[config.mk]
export PLATFORM = sky130hd
export DESIGN_NAME = hls_stream_serializer
export DESIGN_NICKNAME = d
export VERILOG_FILES = /design/src/rtl/hls_stream_serializer.sv
export SDC_FILE = /design/constraint.sdc
export NUM_CORES = 1
export LEC_CHECK = 0
export ABC_CLOCK_PERIOD_IN_PS = 8900
export CORE_MARGIN = 4
export CORE_UTILIZATION = 67
export CTS_BUF_LIST = sky130_fd_sc_hd__clkbuf_16
export DETAILED_ROUTE_END_ITERATION = 8
export PLACE_DENSITY = 0.85
export SETUP_SLACK_MARGIN = 0.5
export SYNTH_ARGS = -nofsm -noshare
export SYNTH_HDL_FRONTEND = slang
export SYNTH_SLANG_ARGS = --single-unit
[constraint.sdc]
create_clock -name ap_clk -period 8.9 [get_ports ap_clk]
set_clock_uncertainty 0.2 [all_clocks]
set_input_delay 2.225 -clock ap_clk [delete_from_list [all_inputs] [get_ports ap_clk]]
set_output_delay 2.225 -clock ap_clk [all_outputs]
set_load 0.02 [all_outputs]
[src/rtl/hls_stream_serializer.sv]
// Captures NUM_CH ap_fifo-style streams into per-channel FIFOs and drains them round-robin
// onto a narrow bus as framed beats: one header beat (channel index), then payload LSB-first.
module hls_stream_serializer #(
  parameter int unsigned NUM_CH = 2,
  parameter int unsigned DATA_W = 32,
  parameter int unsigned OUT_W  = 4,
  parameter int unsigned DEPTH  = 16
) (
  input  logic                     ap_clk,
  input  logic                     ap_rst,
  input  logic [NUM_CH-1:0]        ch_write,
  input  logic [NUM_CH*DATA_W-1:0] ch_din,
  output logic [NUM_CH-1:0]        ch_full_n,
  output logic [OUT_W-1:0]         data_out,
  output logic                     data_valid,
  output logic                     data_last,
  output logic                     probe_out,
  output logic [NUM_CH-1:0]        ovf_err
);

  localparam int unsigned AW    = $clog2(DEPTH);
  localparam int unsigned CW    = (NUM_CH > 1) ? $clog2(NUM_CH) : 1;
  localparam int unsigned BEATS = DATA_W / OUT_W;
  localparam int unsigned BW    = (BEATS > 1) ? $clog2(BEATS) : 1;

  typedef logic [AW-1:0] ptr_t;
  typedef logic [AW:0]   cnt_t;
  typedef logic [BW-1:0] beat_t;
  typedef logic [CW-1:0] ch_t;

  localparam cnt_t  FullCnt  = cnt_t'(DEPTH);
  localparam beat_t LastBeat = beat_t'(BEATS - 1);

  typedef enum logic [1:0] {StIdle, StHdr, StData} state_t;

  logic [DATA_W-1:0] mem_q [NUM_CH][DEPTH];
  ptr_t              wr_ptr_q [NUM_CH];
  ptr_t              rd_ptr_q [NUM_CH];
  cnt_t              count_q  [NUM_CH];
  logic [NUM_CH-1:0] push, pop;

  state_t            state_q;
  ch_t               last_grant_q;
  logic [DATA_W-1:0] shift_q;
  beat_t             beat_q;

  logic              grant_valid;
  ch_t               grant_idx;
  logic              take;
  logic [DATA_W-1:0] grant_word;

  always_comb begin
    for (int i = 0; i < NUM_CH; i++) begin
      ch_full_n[i] = (count_q[i] != FullCnt);
      push[i]      = ch_write[i] & ch_full_n[i];
    end
  end

  // Round-robin search starting one past the last granted channel.
  always_comb begin
    int unsigned idx;
    grant_valid = 1'b0;
    grant_idx   = '0;
    idx         = 0;
    for (int unsigned k = 1; k <= NUM_CH; k++) begin
      idx = (int'(last_grant_q) + k) % NUM_CH;
      if (!grant_valid && count_q[idx] != '0) begin
        grant_valid = 1'b1;
        grant_idx   = ch_t'(idx);
      end
    end
  end

  always_comb begin
    take = grant_valid &&
           ((state_q == StIdle) || (state_q == StData && beat_q == LastBeat));
    pop  = '0;
    if (take) pop[grant_idx] = 1'b1;
    grant_word = mem_q[grant_idx][rd_ptr_q[grant_idx]];
  end

  always_ff @(posedge ap_clk) begin
    for (int i = 0; i < NUM_CH; i++) begin
      if (push[i]) mem_q[i][wr_ptr_q[i]] <= ch_din[i*DATA_W +: DATA_W];
    end
  end

  always_ff @(posedge ap_clk) begin
    if (ap_rst) begin
      for (int i = 0; i < NUM_CH; i++) begin
        wr_ptr_q[i] <= '0;
        rd_ptr_q[i] <= '0;
        count_q[i]  <= '0;
      end
      ovf_err <= '0;
    end else begin
      for (int i = 0; i < NUM_CH; i++) begin
        if (push[i]) wr_ptr_q[i] <= wr_ptr_q[i] + ptr_t'(1);
        if (pop[i])  rd_ptr_q[i] <= rd_ptr_q[i] + ptr_t'(1);
        if (push[i] && !pop[i])      count_q[i] <= count_q[i] + cnt_t'(1);
        else if (!push[i] && pop[i]) count_q[i] <= count_q[i] - cnt_t'(1);
        // Full is judged on registered occupancy, so a same-cycle pop does not save the write.
        if (ch_write[i] && !ch_full_n[i]) ovf_err[i] <= 1'b1;
      end
    end
  end

  always_ff @(posedge ap_clk) begin
    if (ap_rst) begin
      state_q      <= StIdle;
      last_grant_q <= ch_t'(NUM_CH - 1);
      shift_q      <= '0;
      beat_q       <= '0;
      data_out     <= '0;
      data_valid   <= 1'b0;
      data_last    <= 1'b0;
      probe_out    <= 1'b0;
    end else begin
      data_out   <= '0;
      data_valid <= 1'b0;
      data_last  <= 1'b0;
      case (state_q)
        StHdr: begin
          state_q    <= StData;
          beat_q     <= '0;
          data_valid <= 1'b1;
          data_out   <= shift_q[OUT_W-1:0];
          data_last  <= (BEATS == 1);
          shift_q    <= shift_q >> OUT_W;
        end
        StData: begin
          if (beat_q == LastBeat) begin
            state_q   <= StIdle;
            probe_out <= ~probe_out;
          end else begin
            beat_q     <= beat_q + beat_t'(1);
            data_valid <= 1'b1;
            data_out   <= shift_q[OUT_W-1:0];
            data_last  <= ((beat_q + beat_t'(1)) == LastBeat);
            shift_q    <= shift_q >> OUT_W;
          end
        end
        default: ;
      endcase
      // A grant overrides the idle/return path so back-to-back frames have no gap.
      if (take) begin
        state_q      <= StHdr;
        last_grant_q <= grant_idx;
        shift_q      <= grant_word;
        data_valid   <= 1'b1;
        data_out     <= OUT_W'(grant_idx);
        data_last    <= 1'b0;
      end
    end
  end

endmodule

* Word level (Yosys, flattened, before mapping)
Memory sizes are Yosys's and may differ from the RTL's. Cells that the tools add are included.
Storage, ports and cells: bits in registers 47, bits in writable memories 1050, memories kept 4
Operators by class: $add $sub $neg 11, $lt $le $gt $ge 7, eq/ne operators 10, mux-type cells 66, bitwise logic cells 15, reduce and logical (&&, ||, !) cells 32
Memories:
- mem_q | words 2, bits a word 512, rd ports 1, clocked after memory_dff 0, wr ports 2, RTL line 36 | logic [DATA_W-1:0] mem_q [NUM_CH][DEPTH];
- count_q | words 2, bits a word 5, rd ports 4, clocked after memory_dff 0, wr ports 2, RTL line 39 | cnt_t count_q [NUM_CH];
- rd_ptr_q | words 2, bits a word 4, rd ports 3, clocked after memory_dff 0, wr ports 2, RTL line 38 | ptr_t rd_ptr_q [NUM_CH];
- wr_ptr_q | words 2, bits a word 4, rd ports 2, clocked after memory_dff 0, wr ports 2, RTL line 37 | ptr_t wr_ptr_q [NUM_CH];
Operators by type and width (number):
- 512-bit two-way mux | 2
- 32-bit demux with 4-bit select | 2
- 32-bit two-way mux | 6
- 32-bit binary-select mux with 4-bit select | 1
- 32-bit one-hot mux with 2 select lines | 1
- 1-bit two-way mux | 37
- 4-bit two-way mux | 5
- 5-bit two-way mux | 4
- 4-bit by 1-bit adder with 4-bit output, second input constant | 4
- 5-bit >= comparator, second input constant | 3
- 4-bit inverter with 5-bit output | 3
- 1-bit logical AND | 12
- 5-bit by 1-bit adder with 5-bit output, second input constant | 2
- 5-bit by 1-bit < comparator with 1-bit output, second input constant | 2
- 5-bit inequality test, second input constant | 2
- 2-bit AND reduction | 5
- 5-bit nonzero test | 2
- 5-bit by 1-bit subtractor with 5-bit output, second input constant | 2
- 1-bit OR | 8
- 4-bit one-hot mux with 2 select lines | 1
- 1-bit logical NOT | 7
- 3-bit == test, second input constant | 2
- 3-bit one-hot mux with 2 select lines | 1
- 2-bit two-way mux | 2
- other kinds (22) | 25

* Depth between registers and ports, before layout
An unclocked memory read counts as a cell.
depth in word-level cells 19, depth in mapped cells 14, mapped depth without buffers 12

* Least setup slack after synthesis
OpenSTA, ideal clock, no wires.
path kind input port to flip-flop, from input port ch_write[0], to memory mem_q[0][384] (netlist name) (enable), setup time 0.461 ns, arrival 4.721 ns, required time 8.239 ns, slack 3.518 ns, cell stages on the path 3, path buffers 0, cells stage by stage and2_1 > nand2_1 > nor3_1
RTL lines:
- start: declaration | RTL line 11 | input logic [NUM_CH-1:0] ch_write,
- end: declaration | RTL line 36

==> impl_metrics.toml <==
[status]
status = "completed"

[timing]
hold_viol_final = 0
whs_ps = 287.7
layout_setup_ws_ps = 3894
worst-slew-pin-transition_ps = 1311
finalSetupTns_ps = 0
drv_slew = 0
fin_crit_sh = 0.5624
rsz0062_at_grt = "false"
finalSetupViolCount = 0
slew_headroom = 0.1241
max_freq_ghz = 0.1998
period_needed_ps = 5006

[setup_path]
reg2reg_to = "shift_q[17]$_SDFFE_PP0P_"
crit_path_top_delay_cell = "nor4_1"
cp-end-kind = "primary output"
critical_path_arrival_ps = 2580
cp-start-kind = "flop"
rr_worst_depth = 8
crit_path_max_incr_delay_ps = 670
worstPathMaxFanout = 5
crit_required_ps = 6480
reg2reg_slack_ps = 4080
r2r-start = "count_q[1][4]$_DFFE_PP_"
criticalPathCategory = "reg2out"
critical_path.cell_chain = "nor4_1, nand2_1, clkdlybuf4s50_1"

[clock_tree]
htree_levels = 3
cts-buffers-inserted = 102
ctsHoldBuffers = 0
clock-sinks = 1098
cts_tree = "yes"
clk_pin_slew_worst_paths_ps = 60
postCtsSetupBuffers = 0
clockBufferDepth = 3
insertion_delay_ps = 660
clk_root_buffer_cell = "clkbuf_16"
cts_resized = 0

[job]
drv_cap = 0

[global_route]
antenna_found_initial = 1
grt_max_degree = 127
track_usage = 0.3195
grt_pass1_wl_mm = 161.2
grt_pass1_vias = 23840
grt_overflow_total = 0

[placement]
dpl_cell_area_um2 = 45320
hpwl_mm = 69.67
portBuffers = 78
gp_congestion = 0.9837
place_ws_ps = 3597

[yosys]
avgSynthCellArea_um2 = 17.94
synth.yosys.seq_area_share = 0.7447
yosysWarnings = 0
async_flop_share = 0
synth_edf_count = 1050
synth_fp_nets = 2522
ys_seq_elements = 1098
syn_area_um2 = 43630
synthCells = 2432
ys.flop_type = "edfxtp_1"
synth.distinct_cells = 65

[floorplanning]
die-area_um2 = 69260
die_w_um = 263.2
boundaryPins = 79
fp.dieH_um = 263.2
start_util = 0.6768
fp.coreArea_um2 = 64460
rows = 93

[hold_path]
whs_endpoint = "state_q[0]$_SDFFE_PP0P_"
min_from = "state_q[0]$_SDFFE_PP0P_"
hold_path_depth = 2
hp-class = "reg2reg"

[routing]
totalWireLength_mm = 111.2
wire_per_inst_um = 32.31
post-route-drc-count = 0
firstDrtPassIters = 8
via_count = 24090
via_per_inst = 7.001
antenna_left = 0
first_iter_violations = 3133

[power_and_ir_drop]
switching_power_mw = 5.628
clkPwrFrac = 0.266
swShare = 0.3519
p_int_mw = 10.37
pwr-share-seq = 0.387
p_per_area_nw_per_um2 = 329.2
power_frac_comb = 0.346
vdd_drop_max_mv = 0.2626
leakagePower_nw = 15.88

[layout]
stdcell_area_um2 = 48580
area_growth_pct = 11.36
final.fill_count = 3559
postLayoutCoreUtil = 0.7537
multi_input_area_um2 = 10620
fin_nets = 2592
final-seq-area_um2 = 32490
drive_gt1_frac = 0.1393
## power groups by stage
stage               Combinational [mW]  Sequential (mW)  Clock (mW)
finish                            5.54             6.20        4.26
detailed placement                5.38             6.29           0
global placement                  5.28             6.26           0
CTS                               5.43             6.18        4.29
floorplan                         3.59             6.20           0
global route                      5.72             6.21        4.52
## Yosys cell counts, types with 7 or more instances
| cell type | number | share of area |
|---|---|---|
| a2111oi_0 | 20 | 0.0040 |
| and2_1 | 26 | 0.0037 |
| a21o_1 | 8 | 0.0014 |
| mux2_2 | 13 | 0.0034 |
| a311oi_1 | 12 | 0.0024 |
| nand3_1 | 15 | 0.0017 |
| mux2i_1 | 293 | 0.067 |
| inv_1 | 18 | 0.0015 |
| xor2_1 | 7 | 0.0014 |
| nand2_1 | 144 | 0.012 |
| edfxtp_1 | 1050 | 0.72 |
| o31ai_1 | 10 | 0.0017 |
| mux4_2 | 120 | 0.062 |
| nor3_1 | 46 | 0.0053 |
| o221ai_1 | 14 | 0.0028 |
| xnor2_1 | 9 | 0.0018 |
| nand2b_1 | 10 | 0.0014 |
| a211o_1 | 14 | 0.0028 |
| nor2b_1 | 48 | 0.0069 |
| o22ai_1 | 14 | 0.0020 |
| clkbuf_1 | 82 | 0.0071 |
| o21ai_0 | 8 | 0.00092 |
| nor2_1 | 61 | 0.0052 |
| ha_1 | 21 | 0.0060 |
| a21oi_1 | 46 | 0.0053 |
| a22oi_1 | 11 | 0.0019 |
| buf_1 | 23 | 0.0020 |
| a221oi_1 | 9 | 0.0018 |
| a31oi_1 | 22 | 0.0032 |
| buf_2 | 42 | 0.0048 |
| a211oi_1 | 75 | 0.013 |
| a311o_1 | 9 | 0.0021 |
| dfxtp_1 | 48 | 0.022 |
| o211ai_1 | 13 | 0.0022 |
## flip-flops by register name, summed over array words and instances (netlist names), 2 cells and up, named ones only
register,flops
data_out,4
state_q,2
count_q,10
shift_q,32
mem_q,1024
ovf_err,2
wr_ptr_q,8
rd_ptr_q,8
beat_q,3
## per-layer routing
metal | GRT usage | wire length [um] | vias to the layer above
met5 | 0 | 0 | -
met4 | 0.2176 | 9778 | 0
met3 | 0.04729 | 9066 | 396
met2 | 0.5193 | 54400 | 1572
met1 | 0.4045 | 37920 | 12150
li1 | - | - | 9970
## critical path, delay by kind of cell, from the launching register on
| kind | cells | cell delay (ps) |
|---|---|---|
| buffers and inverters | 1 | 580 |
| DFF | 1 | 470 |
| and+or+nand+nor | 2 | 870 |
## final cells by class
| class | instances | share of cell area |
|---|---|---|
| clock buffers | 104 | 0.05357 |
| well taps | 855 | 0.02202 |
| diodes | 1 | 0.00005151 |
| multi-input cells | 1169 | 0.2186 |
| flip-flops and latches | 1098 | 0.6688 |
| clock inverters | 83 | 0.01360 |
| repair buffers | 113 | 0.02199 |
| inverters | 18 | 0.001391 |
## cell usage in the layout, fill, tap and decap left out, types with 14 or more instances in the layout
cell type / n
clkbuf_16: 104
nand3_1: 15
o22ai_1: 14
buf_4: 33
inv_1: 41
clkinv_1: 25
a2111oi_0: 20
a31oi_1: 22
a211o_1: 14
a21oi_1: 46
mux2i_1: 293
clkdlybuf4s50_1: 78
mux4_2: 120
and2_1: 15
o221ai_1: 14
nor3_1: 42
a211oi_1: 75
nand2_1: 142
nor2b_1: 48
clkinv_2: 17
ha_1: 21
dfxtp_1: 48
nor2_1: 48
edfxtp_1: 1050
## logic make-up after synthesis
group / Yosys count / synth area share
AOI/OAI and AO/OA: 330 / 0.05687
xor gates and xnor gates: 16 / 0.003212
adders and majority gates: 22 / 0.006481
buffers and inverters: 165 / 0.01540
DFF: 1098 / 0.7447
muxes: 426 / 0.1325
and+or+nand+nor: 375 / 0.04078
## worst max-delay path by stage
stage,depth (start not counted),from,endpoint,slack [ps]
finish,3,count_q[0][0]$_SDFFCE_PP0P_,ch_full_n[0],3890
global route,3,count_q[0][0]$_SDFFCE_PP0P_,ch_full_n[0],3740
CTS,3,count_q[0][0]$_SDFFCE_PP0P_,ch_full_n[0],3840
detailed placement,9,ap_rst,shift_q[15]$_SDFFE_PP0P_,3600
global placement,10,ap_rst,count_q[0][4]$_SDFFCE_PP0P_,3680
floorplan,3,ch_write[0],mem_q[0][384]$_DFFE_PP_,3520
## stage by stage
stage / power (mW) / cells
CTS: 15.90 / 3440
finish: 15.99 / 3441
global placement: 11.54 / 3253
floorplan: 9.789 / 2432
detailed placement: 11.67 / 3253
global route: 16.45 / 3440
Note: power is estimated with default switching activity, not from simulation.
